===== config.mk =====
export PLATFORM = sky130hd
export DESIGN_NAME = div_issue_ctrl
export DESIGN_NICKNAME = d
export VERILOG_FILES = /design/src/rtl/div_issue_ctrl.sv
export SDC_FILE = /design/constraint.sdc
export NUM_CORES = 1
export LEC_CHECK = 0
export CAP_MARGIN = 10
export CELL_PAD_IN_SITES_DETAIL_PLACEMENT = 0
export CELL_PAD_IN_SITES_GLOBAL_PLACEMENT = 2
export CORE_MARGIN = 4
export CORE_UTILIZATION = 34
export DETAILED_ROUTE_END_ITERATION = 10
export GPL_ROUTABILITY_DRIVEN = 0
export PLACE_DENSITY_LB_ADDON = 0.1
export SYNTH_ARGS = -nofsm -noshare
export SYNTH_HDL_FRONTEND = slang
export SYNTH_SLANG_ARGS = --single-unit
export TNS_END_PERCENT = 30

===== constraint.sdc =====
create_clock -name clk -period 10.8 [get_ports clk]
set_input_delay 2.16 -clock clk [delete_from_list [all_inputs] [get_ports clk]]
set_output_delay 2.16 -clock clk [all_outputs]
set_load 0.02 [all_outputs]

===== src/rtl/div_issue_ctrl.sv =====
// div_issue_ctrl: requester-side controller for the 64-bit multi-cycle divider.
// Buffers divide micro-ops in order and launches them one at a time on the
// divider's valid/ready port. Divide-by-zero and signed overflow are answered
// locally without using the divider. Quotients are broadcast on the CDB under
// a grant handshake. A flush discards buffered work and drains any divide that
// is still in flight.
module div_issue_ctrl #(
    parameter int DEPTH = 2,
    parameter int TAG_W = 6
) (
    input  logic             clk,
    input  logic             reset,
    input  logic             flush,
    input  logic             issue_valid,
    output logic             issue_ready,
    input  logic [TAG_W-1:0] issue_tag,
    input  logic             issue_signed,
    input  logic [63:0]      issue_dividend,
    input  logic [63:0]      issue_divisor,
    output logic             div_valid_in,
    input  logic             div_ready,
    output logic             div_signed,
    output logic [63:0]      div_dividend,
    output logic [63:0]      div_divisor,
    input  logic             div_valid_out,
    input  logic [63:0]      div_quotient,
    output logic             div_yumi,
    output logic             cdb_valid,
    output logic [TAG_W-1:0] cdb_tag,
    output logic [63:0]      cdb_data,
    input  logic             cdb_grant
);

    localparam int PTR_W = (DEPTH > 1) ? $clog2(DEPTH) : 1;
    localparam int CNT_W = $clog2(DEPTH + 1);
    localparam logic [63:0] ALL_ONES = 64'hFFFF_FFFF_FFFF_FFFF;
    localparam logic [63:0] INT_MIN  = 64'h8000_0000_0000_0000;

    typedef struct packed {
        logic [TAG_W-1:0] tag;
        logic             sgn;
        logic [63:0]      dividend;
        logic [63:0]      divisor;
    } entry_t;

    typedef enum logic [1:0] {
        IDLE   = 2'd0,
        LAUNCH = 2'd1,
        BUSY   = 2'd2,
        DRAIN  = 2'd3
    } state_t;

    // request buffer storage and pointers
    entry_t           mem [DEPTH];
    logic [PTR_W-1:0] wr_ptr_reg;
    logic [PTR_W-1:0] rd_ptr_reg;
    logic [CNT_W-1:0] count_reg;

    // control state, held operands and result register
    state_t           state_reg;
    entry_t           op_reg;
    logic             res_valid_reg;
    logic [TAG_W-1:0] res_tag_reg;
    logic [63:0]      res_data_reg;

    entry_t head;
    logic   fifo_empty;
    logic   fifo_full;
    logic   push;
    logic   pop;
    logic   head_div_zero;
    logic   head_overflow;
    logic   res_consume;

    function automatic logic [PTR_W-1:0] ptr_inc(input logic [PTR_W-1:0] p);
        if (p == PTR_W'(DEPTH - 1)) begin
            return '0;
        end
        return p + 1'b1;
    endfunction

    assign fifo_empty  = (count_reg == '0);
    assign fifo_full   = (count_reg == CNT_W'(DEPTH));
    assign issue_ready = ~fifo_full & ~flush;
    assign push        = issue_valid & issue_ready;
    assign head        = mem[rd_ptr_reg];

    // Only one op leaves the buffer at a time, and only into an empty result
    // register, which keeps CDB order identical to issue order.
    assign pop = (state_reg == IDLE) & ~fifo_empty & ~res_valid_reg & ~flush;

    assign head_div_zero = (head.divisor == '0);
    assign head_overflow = head.sgn & (head.dividend == INT_MIN) & (head.divisor == ALL_ONES);

    // A real result is only captured outside a flush; during a flush it is dropped.
    assign res_consume = (state_reg == BUSY) & div_valid_out & ~res_valid_reg & ~flush;

    assign div_valid_in = (state_reg == LAUNCH);
    assign div_signed   = op_reg.sgn;
    assign div_dividend = op_reg.dividend;
    assign div_divisor  = op_reg.divisor;

    assign cdb_valid = res_valid_reg;
    assign cdb_tag   = res_tag_reg;
    assign cdb_data  = res_data_reg;

    // Result acknowledge: consume into the result register, or discard when flushed.
    always_comb begin
        div_yumi = 1'b0;
        case (state_reg)
            // A result arriving in the flush cycle is discarded right away so
            // that DRAIN never waits for a result that has already gone.
            BUSY:    div_yumi = div_valid_out & (flush | ~res_valid_reg);
            DRAIN:   div_yumi = div_valid_out;
            default: div_yumi = 1'b0;
        endcase
    end

    // Buffer storage write; entries need no reset because count gates every read.
    always_ff @(posedge clk) begin
        if (push) begin
            mem[wr_ptr_reg] <= {issue_tag, issue_signed, issue_dividend, issue_divisor};
        end
    end

    // Buffer pointers and occupancy; a flush empties the buffer.
    always_ff @(posedge clk) begin
        if (reset || flush) begin
            wr_ptr_reg <= '0;
            rd_ptr_reg <= '0;
            count_reg  <= '0;
        end else begin
            if (push) begin
                wr_ptr_reg <= ptr_inc(wr_ptr_reg);
            end
            if (pop) begin
                rd_ptr_reg <= ptr_inc(rd_ptr_reg);
            end
            case ({push, pop})
                2'b10:   count_reg <= count_reg + 1'b1;
                2'b01:   count_reg <= count_reg - 1'b1;
                default: count_reg <= count_reg;
            endcase
        end
    end

    // Launch FSM with the op register and the CDB result register.
    always_ff @(posedge clk) begin
        if (reset) begin
            state_reg     <= IDLE;
            op_reg        <= '0;
            res_valid_reg <= 1'b0;
            res_tag_reg   <= '0;
            res_data_reg  <= '0;
        end else begin
            if (flush) begin
                res_valid_reg <= 1'b0;
            end else if (res_valid_reg && cdb_grant) begin
                res_valid_reg <= 1'b0;
            end

            case (state_reg)
                IDLE: begin
                    if (pop) begin
                        if (head_div_zero) begin
                            res_valid_reg <= 1'b1;
                            res_tag_reg   <= head.tag;
                            res_data_reg  <= ALL_ONES;
                        end else if (head_overflow) begin
                            res_valid_reg <= 1'b1;
                            res_tag_reg   <= head.tag;
                            res_data_reg  <= head.dividend;
                        end else begin
                            // op_reg is only reloaded here, so the divider sees
                            // stable operands for the whole operation.
                            op_reg    <= head;
                            state_reg <= LAUNCH;
                        end
                    end
                end
                LAUNCH: begin
                    if (flush) begin
                        // If the divider takes the op in the flush cycle its
                        // result must still be drained.
                        state_reg <= div_ready ? DRAIN : IDLE;
                    end else if (div_ready) begin
                        state_reg <= BUSY;
                    end
                end
                BUSY: begin
                    if (flush) begin
                        state_reg <= div_valid_out ? IDLE : DRAIN;
                    end else if (res_consume) begin
                        res_valid_reg <= 1'b1;
                        res_tag_reg   <= op_reg.tag;
                        res_data_reg  <= div_quotient;
                        state_reg     <= IDLE;
                    end
                end
                DRAIN: begin
                    if (div_valid_out) begin
                        state_reg <= IDLE;
                    end
                end
                default: state_reg <= IDLE;
            endcase
        end
    end

endmodule


==> run_results.csv, run 1 <==
group,metric,value,unit
cts,cts-resized-gates,0,
cts,clock_latency,0.60,ns
global_route,overflow,0,
worst_setup_path,crit_type,"primary input to output port",
worst_setup_path,cp_num_buf_inv,2,
global_route,grtUsageMet2,0.364,
power_and_ir_drop,powerDensity,161,nW/um^2
worst_setup_path,slowest_delay,0.71,ns
power_and_ir_drop,leakage,8.79,nW
global_route,top_usage_layer,"met2",
yosys,yosys.cell_count.top_type,"edfxtp_1",
die,core,59100,um^2
worst_setup_path,worst_ep_arrival_time,3.88,ns
die,ios,409,
yosys,synth_flop_cell,"edfxtp_1",
routing,drt_iter0_markers,1055,
sta,setup_viol,0,
worst_setup_path,slowest_stage,"clkdlybuf4s50_1",
yosys,postSynthCellCount,1651,
cts,numCtsBuffers,54,
cells_and_area,stdcell_count,2698,
routing,drcViolationCount,0,
global_route,grt_pass1_wl,105000,um
global_route,grt_start_max_net_pins,136,
worst_setup_path,worstSetupStartpointType,"primary input",
worst_setup_path,critPathMaxFanout,11,
yosys,synth_seq_cells,483,
global_route,grt_usage,0.224,
yosys,yosys-top-cells-area,"edfxtp_1 (40%), dfxtp_1 (21%), mux2i_1 (6.2%), buf_4 (4.8%), a21oi_1 (3.8%)",
worst_setup_path,endpoint_kind,"output port",
routing,drtPass1Iterations,5,
yosys,synth_edf_count,270,
place,place_inst,2591,
routing,dr_total_vias,14756,
sta,setup_slack,4.76,ns
place,port_buffers,408,
cts,clock-sinks,483,
sta,fin_tns_setup,0,ns
cts,cts_max_level,2,
worst_setup_path,worst_path_dominant_cell_family,"buffers and inverters",
cells_and_area,drive_gt1_frac,0.0803,
yosys,yosys_warnings,0,
cells_and_area,regArea,12400,um^2
place,place_ws,4.23,ns
sta,slew_viol_final,0,
routing,ant_nets,0,
worst_setup_path,required,8.64,ns
die,dieArea,63800,um^2
yosys,synth_nets,1858,
die,initial_core_util,0.344,
cts,cts_tree,"yes",
worst_setup_path,worstSetupStartpoint,"flush",
sta,worst_pin_slew,1.11,ns
cells_and_area,largest_register,"mem",
sta,rsz0062_at_grt,"false",
cts,ctsHoldBuffers,0,
cts,path_clk_slew,0.06,ns
die,die_h,252,um
cells_and_area,syn_to_final_growth,27.2,%
yosys,yosysTopAreaCell,"edfxtp_1",
cts,root_buffer,"clkbuf_16",
sta,finalHoldViolCount,0,
sta,fmax,166,MHz
worst_setup_path,path_cells,"clkdlybuf4s50_1 > nand2b_1 > o21ai_0 > nor2_1 > clkdlybuf4s50_1",
cts,post_cts_buffers,0,
sta,relSlewSlack,0.242,
global_route,use_met3,0.0429,
outcome,status,"finished clean",
yosys,async_reset_ff_frac,0,
flow_run,drv_cap,0,
cells_and_area,fillers,5463,
cells_and_area,final_cell_area,25900,um^2
global_route,gr-usage-met1,0.310,
cells_and_area,multiInputGateArea,6450,um^2
power_and_ir_drop,vdd_drop_max,0.122,mV
cells_and_area,utilization,0.437,
power_and_ir_drop,switchingPower,0.948,mW
worst_setup_path,path_common_cell,"clkdlybuf4s50_1",
routing,drt_wl_total,74400,um
yosys,yosys-top-cells-count,"edfxtp_1 (270), dfxtp_1 (213), a21oi_1 (154)",
power_and_ir_drop,combPwrFrac,0.080,
die,fp.dieW,252,um
sta,post-route-period-util,0.559,
place,placed_area,24100,um^2
yosys,ys_types,50,
routing,vias_per_cell,5.47,
global_route,grt_pass1_vias,14722,
die,fp-row-count,89,
power_and_ir_drop,clock_power_share,0.433,
routing,wl_per_cell,27.6,um
cts,cts_buffer_depth,3,
cells_and_area,largest_reg_flops,270,
yosys,syn_area,20300,um^2
hold_path,hold_start,"cdb_tag[2]",
yosys,synth_top_cell_area_share,0.399,
sta,finClkSkew,0.0311,ns
hold_path,hold_path_class,"register to register",
power_and_ir_drop,switching_share,0.227,
yosys,ys_seq_area_frac,0.609,
sta,period_needed,6.04,ns
global_route,antenna_found_initial,11,
power_and_ir_drop,seqPwrFrac,0.488,
yosys,synth.avg_cell_area,12.3,um^2
cells_and_area,nets,2081,
place,dpl.hpwl,53300,um
power_and_ir_drop,p_int,3.23,mW
-- kinds of logic (layout without fill, tap and decap cells) --
logic type,count (synthesis),in the layout,share of synthesized area
flip-flops,483,483,0.609
other,0,7,0
multiplexers,127,127,0.0626
buffers and inverters,267,534,0.0763
XOR/XNOR,6,6,0.00259
AND/OR/NAND/NOR,311,311,0.0863
adder cells (fa/ha/maj),1,1,0.000616
AO/OA/AOI/OAI,456,456,0.163
-- worst register-to-register path, stage by stage, from the launching register on --
cell and delay, ns:
dfxtp_4 0.66, buf_12 0.55, nor4_1 0.36, nand4_1 0.18, nor4_1 0.07, o211ai_1 0.17, buf_4 0.68, o41a_2 0.33
buf_4 0.77, buf_4 0.73, a21oi_1 0.17, a211oi_1 0.29
-- power by group through the flow --
stage	combinational, mW	clock [mW]	sequential, mW
after floorplan	0.171	0	2.06
after global placement	0.331	0	2.07
after detailed placement	0.335	0	2.07
after CTS	0.336	1.86	2.04
after global routing	0.354	1.94	2.04
final	0.332	1.81	2.04
-- metrics by stage --
stage          total power, mW  hold WS, ns
6_report                  4.18        0.517
3_3_place_gp              2.41        0.507
4_1_cts                   4.23        0.520
5_1_grt                   4.33        0.550
3_5_place_dp              2.41        0.512
2_1_floorplan             2.24        0.492
-- layout by cell type, fill, tap and decap left out, types with 7 or more instances in the layout --
cell | netlist | routed
a211oi_2 | 40 | 40
or3_1 | 65 | 65
diode_2 | 0 | 7
nand2_1 | 12 | 12
or4_1 | 8 | 8
a21oi_1 | 154 | 154
mux2i_1 | 126 | 126
edfxtp_1 | 270 | 270
clkbuf_16 | 0 | 55
nor2_1 | 80 | 78
nor4_1 | 43 | 42
clkbuf_1 | 111 | 21
clkdlybuf4s50_1 | 0 | 407
a211oi_1 | 94 | 94
nor3_1 | 15 | 15
buf_4 | 129 | 19
nand4_1 | 27 | 27
dfxtp_1 | 213 | 212
o211a_1 | 64 | 64
nand4b_1 | 10 | 10
o21ai_0 | 9 | 8
nor2b_1 | 10 | 10
a31oi_1 | 66 | 66
nand3_1 | 15 | 15
clkbuf_8 | 0 | 10
-- cell type report --
class / count / share of cell area
sequential: 483 / 0.479
multi-input combinational: 901 / 0.250
timing repair buffer: 429 / 0.165
clock buffer: 86 / 0.0616
tap: 773 / 0.0374
clock inverter: 14 / 0.00619
inverter: 5 / 0.000823
antenna: 7 / 0.000678
-- final timing paths --
check	slack, ns	end	cells past startpoint
setup reg to reg	5.72	div_dividend[14]	11
hold reg to reg	0.52	cdb_tag[2]	2
hold / removal	0.52	cdb_tag[2]	2
setup / recovery	4.76	div_yumi	5
-- routing by layer --
metal / vias to the layer above / wire (um)
met1: 7426 / 32800
li1: 6738 / -
met2: 503 / 35300
met4: 6 / 1500
met3: 83 / 4830
met5: - / 40
Power figures use the tool's default switching activity.
==> run 2: changes to the inputs <==
==> constraint.sdc (replaced) <==
create_clock -name clk -period 5.6 [get_ports clk]
set_input_delay 1.12 -clock clk [delete_from_list [all_inputs] [get_ports clk]]
set_output_delay 1.12 -clock clk [all_outputs]
set_load 0.02 [all_outputs]
==> run 2 against run 1 <==
Clock power up 93%. Clock skew down 0.0069 ns. Sequential share of layout area shrank 0.21 points. Worst setup slack worse by 3.7 ns. Count of clock-buffer cells in the layout shrank 16. Sequential power is 92% higher. Cell count rose by 0.44%. Via count is essentially flat. Flip-flop and latch count is the same. Non-clock buffer count up 9.
==> run_results.csv, run 2 (same netlist as run 1, synthesis figures left out) <==
group,metric,value,unit
outcome,status,"finished clean",
routing,drt_iter0_markers,1123,
routing,ant_nets,0,
cells_and_area,mostFrequentLayoutCells,"clkdlybuf4s50_1 (407), edfxtp_1 (270), dfxtp_1 (212)",
cts,clock_latency,0.60,ns
power_and_ir_drop,powerDensity,310,nW/um^2
cts,ctsHoldBuffers,0,
cts,root_buffer,"clkbuf_16",
global_route,grt_pass1_wl,106000,um
cells_and_area,largest_register,"mem",
flow_run,drv_cap,0,
worst_setup_path,endpoint_kind,"register",
sta,rsz0062_at_grt,"false",
cts,cts_buffer_depth,3,
sta,setup_viol,0,
sta,relSlewSlack,0.342,
die,fp-row-count,89,
routing,drtPass1Iterations,5,
sta,fmax,222,MHz
cells_and_area,final_cell_area,26000,um^2
cells_and_area,nets,2089,
routing,vias_per_cell,5.45,
sta,slew_viol_final,0,
cts,numCtsBuffers,53,
cts,clock-sinks,483,
place,dpl.hpwl,54200,um
sta,period_needed,4.50,ns
cts,cts-resized-gates,0,
cts,path_clk_slew,0.06,ns
die,initial_core_util,0.344,
cells_and_area,fillers,5533,
global_route,grt_pass1_vias,15116,
cells_and_area,multiInputGateArea,6450,um^2
die,dieArea,63800,um^2
cells_and_area,final_common_cell,"clkdlybuf4s50_1",
global_route,grt_start_max_net_pins,139,
place,placed_area,24200,um^2
worst_setup_path,worstSetupStartpointType,"register",
die,fp.dieW,252,um
power_and_ir_drop,leakage,8.85,nW
sta,finClkSkew,0.0243,ns
routing,wl_per_cell,27.6,um
global_route,overflow,0,
die,core,59100,um^2
die,die_h,252,um
die,ios,409,
cts,post_cts_buffers,0,
hold_path,hold_path_class,"register to register",
cts,cts_max_level,2,
sta,worst_pin_slew,0.984,ns
global_route,grt_usage,0.225,
cells_and_area,largest_reg_flops,270,
worst_setup_path,worst_ep_arrival_time,4.91,ns
worst_setup_path,critPathMaxFanout,84,
global_route,antenna_found_initial,15,
sta,post-route-period-util,0.803,
worst_setup_path,required,6.02,ns
routing,drt_wl_total,74800,um
cells_and_area,syn_to_final_growth,27.8,%
sta,finalHoldViolCount,0,
cells_and_area,regArea,12400,um^2
routing,drcViolationCount,0,
place,port_buffers,408,
routing,dr_total_vias,14770,
worst_setup_path,crit_type,"register to register",
sta,fin_tns_setup,0,ns
worst_setup_path,rrSetupSlack,1.10,ns
cts,cts_tree,"yes",
cells_and_area,drive_gt1_frac,0.0878,
power_and_ir_drop,vdd_drop_max,0.209,mV
## run 2: cell count changes in the layout (fill, tap and decap cells not counted), sizes merged
cell / change
buf: +9
diode: +5
clkinvlp: +2
bufinv: +2
clkinv: +8
inv: +2
clkbuf: -16
## run 2: path summary, 6_finish.rpt
kind	startpoint	endpoint	cells past startpoint
worst max-delay path	register	div_dividend[33]	10
worst min-delay path	cdb_tag[5]	cdb_tag[5]	2
worst max register to register	register	div_dividend[33]	10
worst min register to register	cdb_tag[5]	cdb_tag[5]	2
## run 2: per-layer routing
metal | global-route usage | wire, um
met5 | 0 | 36
met4 | 0.0708 | 1980
met3 | 0.0431 | 4420
met2 | 0.364 | 35200
met1 | 0.307 | 33200
## run 2: cell type report
cell class,count,area share
flip-flops and latches,483,0.477
multi-input cells,901,0.248
repair buffers,438,0.169
clock buffers,70,0.0562
well taps,773,0.0372
clock inverters,28,0.0103
diodes,12,0.00116
inverters,5,0.000819
## run 2: critical path: stages (launching register included)
cell	delay, ns
dfxtp_4	0.79
buf_12	0.49
nor4_1	0.13
nand4_1	0.15
nor4_1	0.07
o211ai_1	0.36
buf_4	0.34
o41a_2	0.66
and2_4	0.65
buf_12	0.39
a211oi_1	0.14
## run 2: report_power, final
| group | leakage [nW] | switching (mW) | internal, mW | total [mW] |
|---|---|---|---|---|
| clock network | 0.849 | 1.44 | 2.06 | 3.49 |
| logic | 3.80 | 0.347 | 0.297 | 0.644 |
| registers | 4.20 | 0.0729 | 3.85 | 3.92 |
| total | 8.85 | 1.86 | 6.21 | 8.06 |
## run 2: per-stage QoR
stage | hold slack [ns] | power, mW | utilization | std cells | worst slack [ns]
detailed placement | 0.478 | 4.65 | 0.409 | 2600 | 1.10
floorplan | 0.492 | 4.31 | - | 1651 | 0.0922
global route | 0.507 | 8.35 | 0.439 | 2707 | 0.871
finish | 0.484 | 8.06 | 0.439 | 2710 | 1.10
global placement | 0.472 | 4.64 | 0.409 | 2600 | 1.17
CTS | 0.487 | 8.15 | 0.439 | 2698 | 1.09
==> run 3: changes to the inputs <==
==> constraint.sdc (replaced) <==
create_clock -name clk -period 4.5 [get_ports clk]
set_input_delay 0.9 -clock clk [delete_from_list [all_inputs] [get_ports clk]]
set_output_delay 0.9 -clock clk [all_outputs]
set_load 0.02 [all_outputs]
==> run 3 against run 2 <==
Die area did not move. Non-clock buffer count rose by 5. Worst hold slack improved by 0.0030 ns. Sequential share of layout area shrank 0.080 points. Largest power group unchanged. Clock skew fell by 0.0086 ns.
==> run_results.csv, run 3 (same netlist as run 1, synthesis figures left out) <==
group,metric,value,unit
cts,cts-resized-gates,0,
sta,finClkSkew,0.0157,ns
cells_and_area,drive_gt1_frac,0.0885,
power_and_ir_drop,powerDensity,386,nW/um^2
cells_and_area,nets,2096,
place,placed_area,24300,um^2
die,initial_core_util,0.344,
routing,wl_per_cell,27.7,um
power_and_ir_drop,clock_power_share,0.434,
cells_and_area,largest_register,"mem",
global_route,grt_pass1_vias,15033,
power_and_ir_drop,switching_share,0.232,
cells_and_area,mostFrequentLayoutCells,"clkdlybuf4s50_1 (407), edfxtp_1 (270), dfxtp_1 (212)",
sta,hold_ws,0.487,ns
routing,drt_wl_total,74900,um
sta,period_needed,3.91,ns
power_and_ir_drop,finalPower,10.1,mW
cts,root_buffer,"clkbuf_16",
cts,post_cts_buffers,0,
cells_and_area,final_common_cell,"clkdlybuf4s50_1",
place,port_buffers,408,
sta,setup_slack,0.593,ns
routing,vias_per_cell,5.40,
power_and_ir_drop,leakage,8.89,nW
routing,ant_nets,0,
cts,ctsHoldBuffers,0,
sta,post-route-period-util,0.868,
flow_run,drv_cap,0,
routing,dr_total_vias,14625,
power_and_ir_drop,switchingPower,2.33,mW
global_route,grt_usage,0.227,
cts,clock-sinks,483,
routing,drcViolationCount,0,
cts,cts_max_level,2,
worst_setup_path,crit_type,"register to register",
power_and_ir_drop,combPwrFrac,0.080,
power_and_ir_drop,p_int,7.72,mW
cts,clock_latency,0.60,ns
power_and_ir_drop,vdd_drop_max,0.344,mV
sta,finalHoldViolCount,0,
global_route,grt_start_max_net_pins,142,
power_and_ir_drop,seqPwrFrac,0.486,
sta,relSlewSlack,0.325,
cts,cts_buffer_depth,3,
die,ios,409,
cells_and_area,stdcell_count,2710,
global_route,antenna_found_initial,8,
cells_and_area,syn_to_final_growth,28.0,%
place,place_inst,2605,
sta,fmax,256,MHz
die,fp.dieW,252,um
cells_and_area,final_cell_area,26000,um^2
place,dpl.hpwl,54100,um
sta,worst_pin_slew,0.984,ns
worst_setup_path,critPathMaxFanout,64,
cts,cts_tree,"yes",
sta,slew_viol_final,0,
outcome,status,"finished clean",
routing,drtPass1Iterations,5,
worst_setup_path,required,5.03,ns
sta,setup_viol,0,
worst_setup_path,endpoint_kind,"register",
worst_setup_path,worstSetupStartpointType,"register",
routing,drt_iter0_markers,1093,
sta,rsz0062_at_grt,"false",
worst_setup_path,worst_ep_arrival_time,4.44,ns
die,dieArea,63800,um^2
die,fp-row-count,89,
hold_path,hold_path_class,"register to register",
cts,numCtsBuffers,55,
cells_and_area,utilization,0.440,
die,die_h,252,um
die,core,59100,um^2
cts,path_clk_slew,0.06,ns
cells_and_area,largest_reg_flops,270,
global_route,grt_pass1_wl,107000,um
hold_path,hold_start,"cdb_tag[5]",
global_route,overflow,0,
place,place_ws,0.508,ns
sta,fin_tns_setup,0,ns
==> run 3: cell types whose count changed in the layout (fill, tap and decap cells not counted), moves of 2 or more <==
cell,delta
buf_4,+4
bufinv_16,-2
clkbuf_1,+7
clkbuf_16,+4
clkbuf_8,-3
clkinv_2,-3
diode_2,-8
==> run 3: area by class of cell <==
cell class	count	area, um^2
clock inverter	22	188
timing repair buffer	443	4450
fill	5506	33100
multi-input combinational	901	6450
inverter	5	21.3
antenna	4	10.0
clock buffer	79	1550
sequential	483	12400
tap	773	967
==> run 3: final timing paths <==
| path | slack, ns | cells after the start | end |
|---|---|---|---|
| min reg2reg | 0.49 | 2 | cdb_tag[5] |
| max reg2reg | 0.59 | 9 | cdb_data[54] |
| max | 0.59 | 9 | cdb_data[54] |
| min | 0.49 | 2 | cdb_tag[5] |
==> run 3: critical path, stage by stage (launching register included) <==
cell and delay, ns:
dfxtp_4 0.81, buf_12 0.29, or4b_2 0.60, o22ai_1 0.34, o211ai_1 0.28, buf_4 0.30
o21ai_4 0.18, buf_4 0.56, or3_1 0.20, o211a_1 0.14
==> run 3: power groups by stage <==
stage	Combinational [mW]	Sequential, mW	Clock (mW)
after CTS	0.818	4.88	4.46
after global routing	0.861	4.89	4.65
after global placement	0.807	4.98	0
after detailed placement	0.816	4.98	0
final	0.808	4.88	4.36
after floorplan	0.411	4.95	0
==> run 3: metal layers <==
metal,global-route usage,vias up,share of wire
met2,0.376,478,0.48
li1,-,6750,-
met1,0.314,7310,0.45
met3,0.0392,81,0.053
met4,0.0493,6,0.018
met5,0,-,0.00055
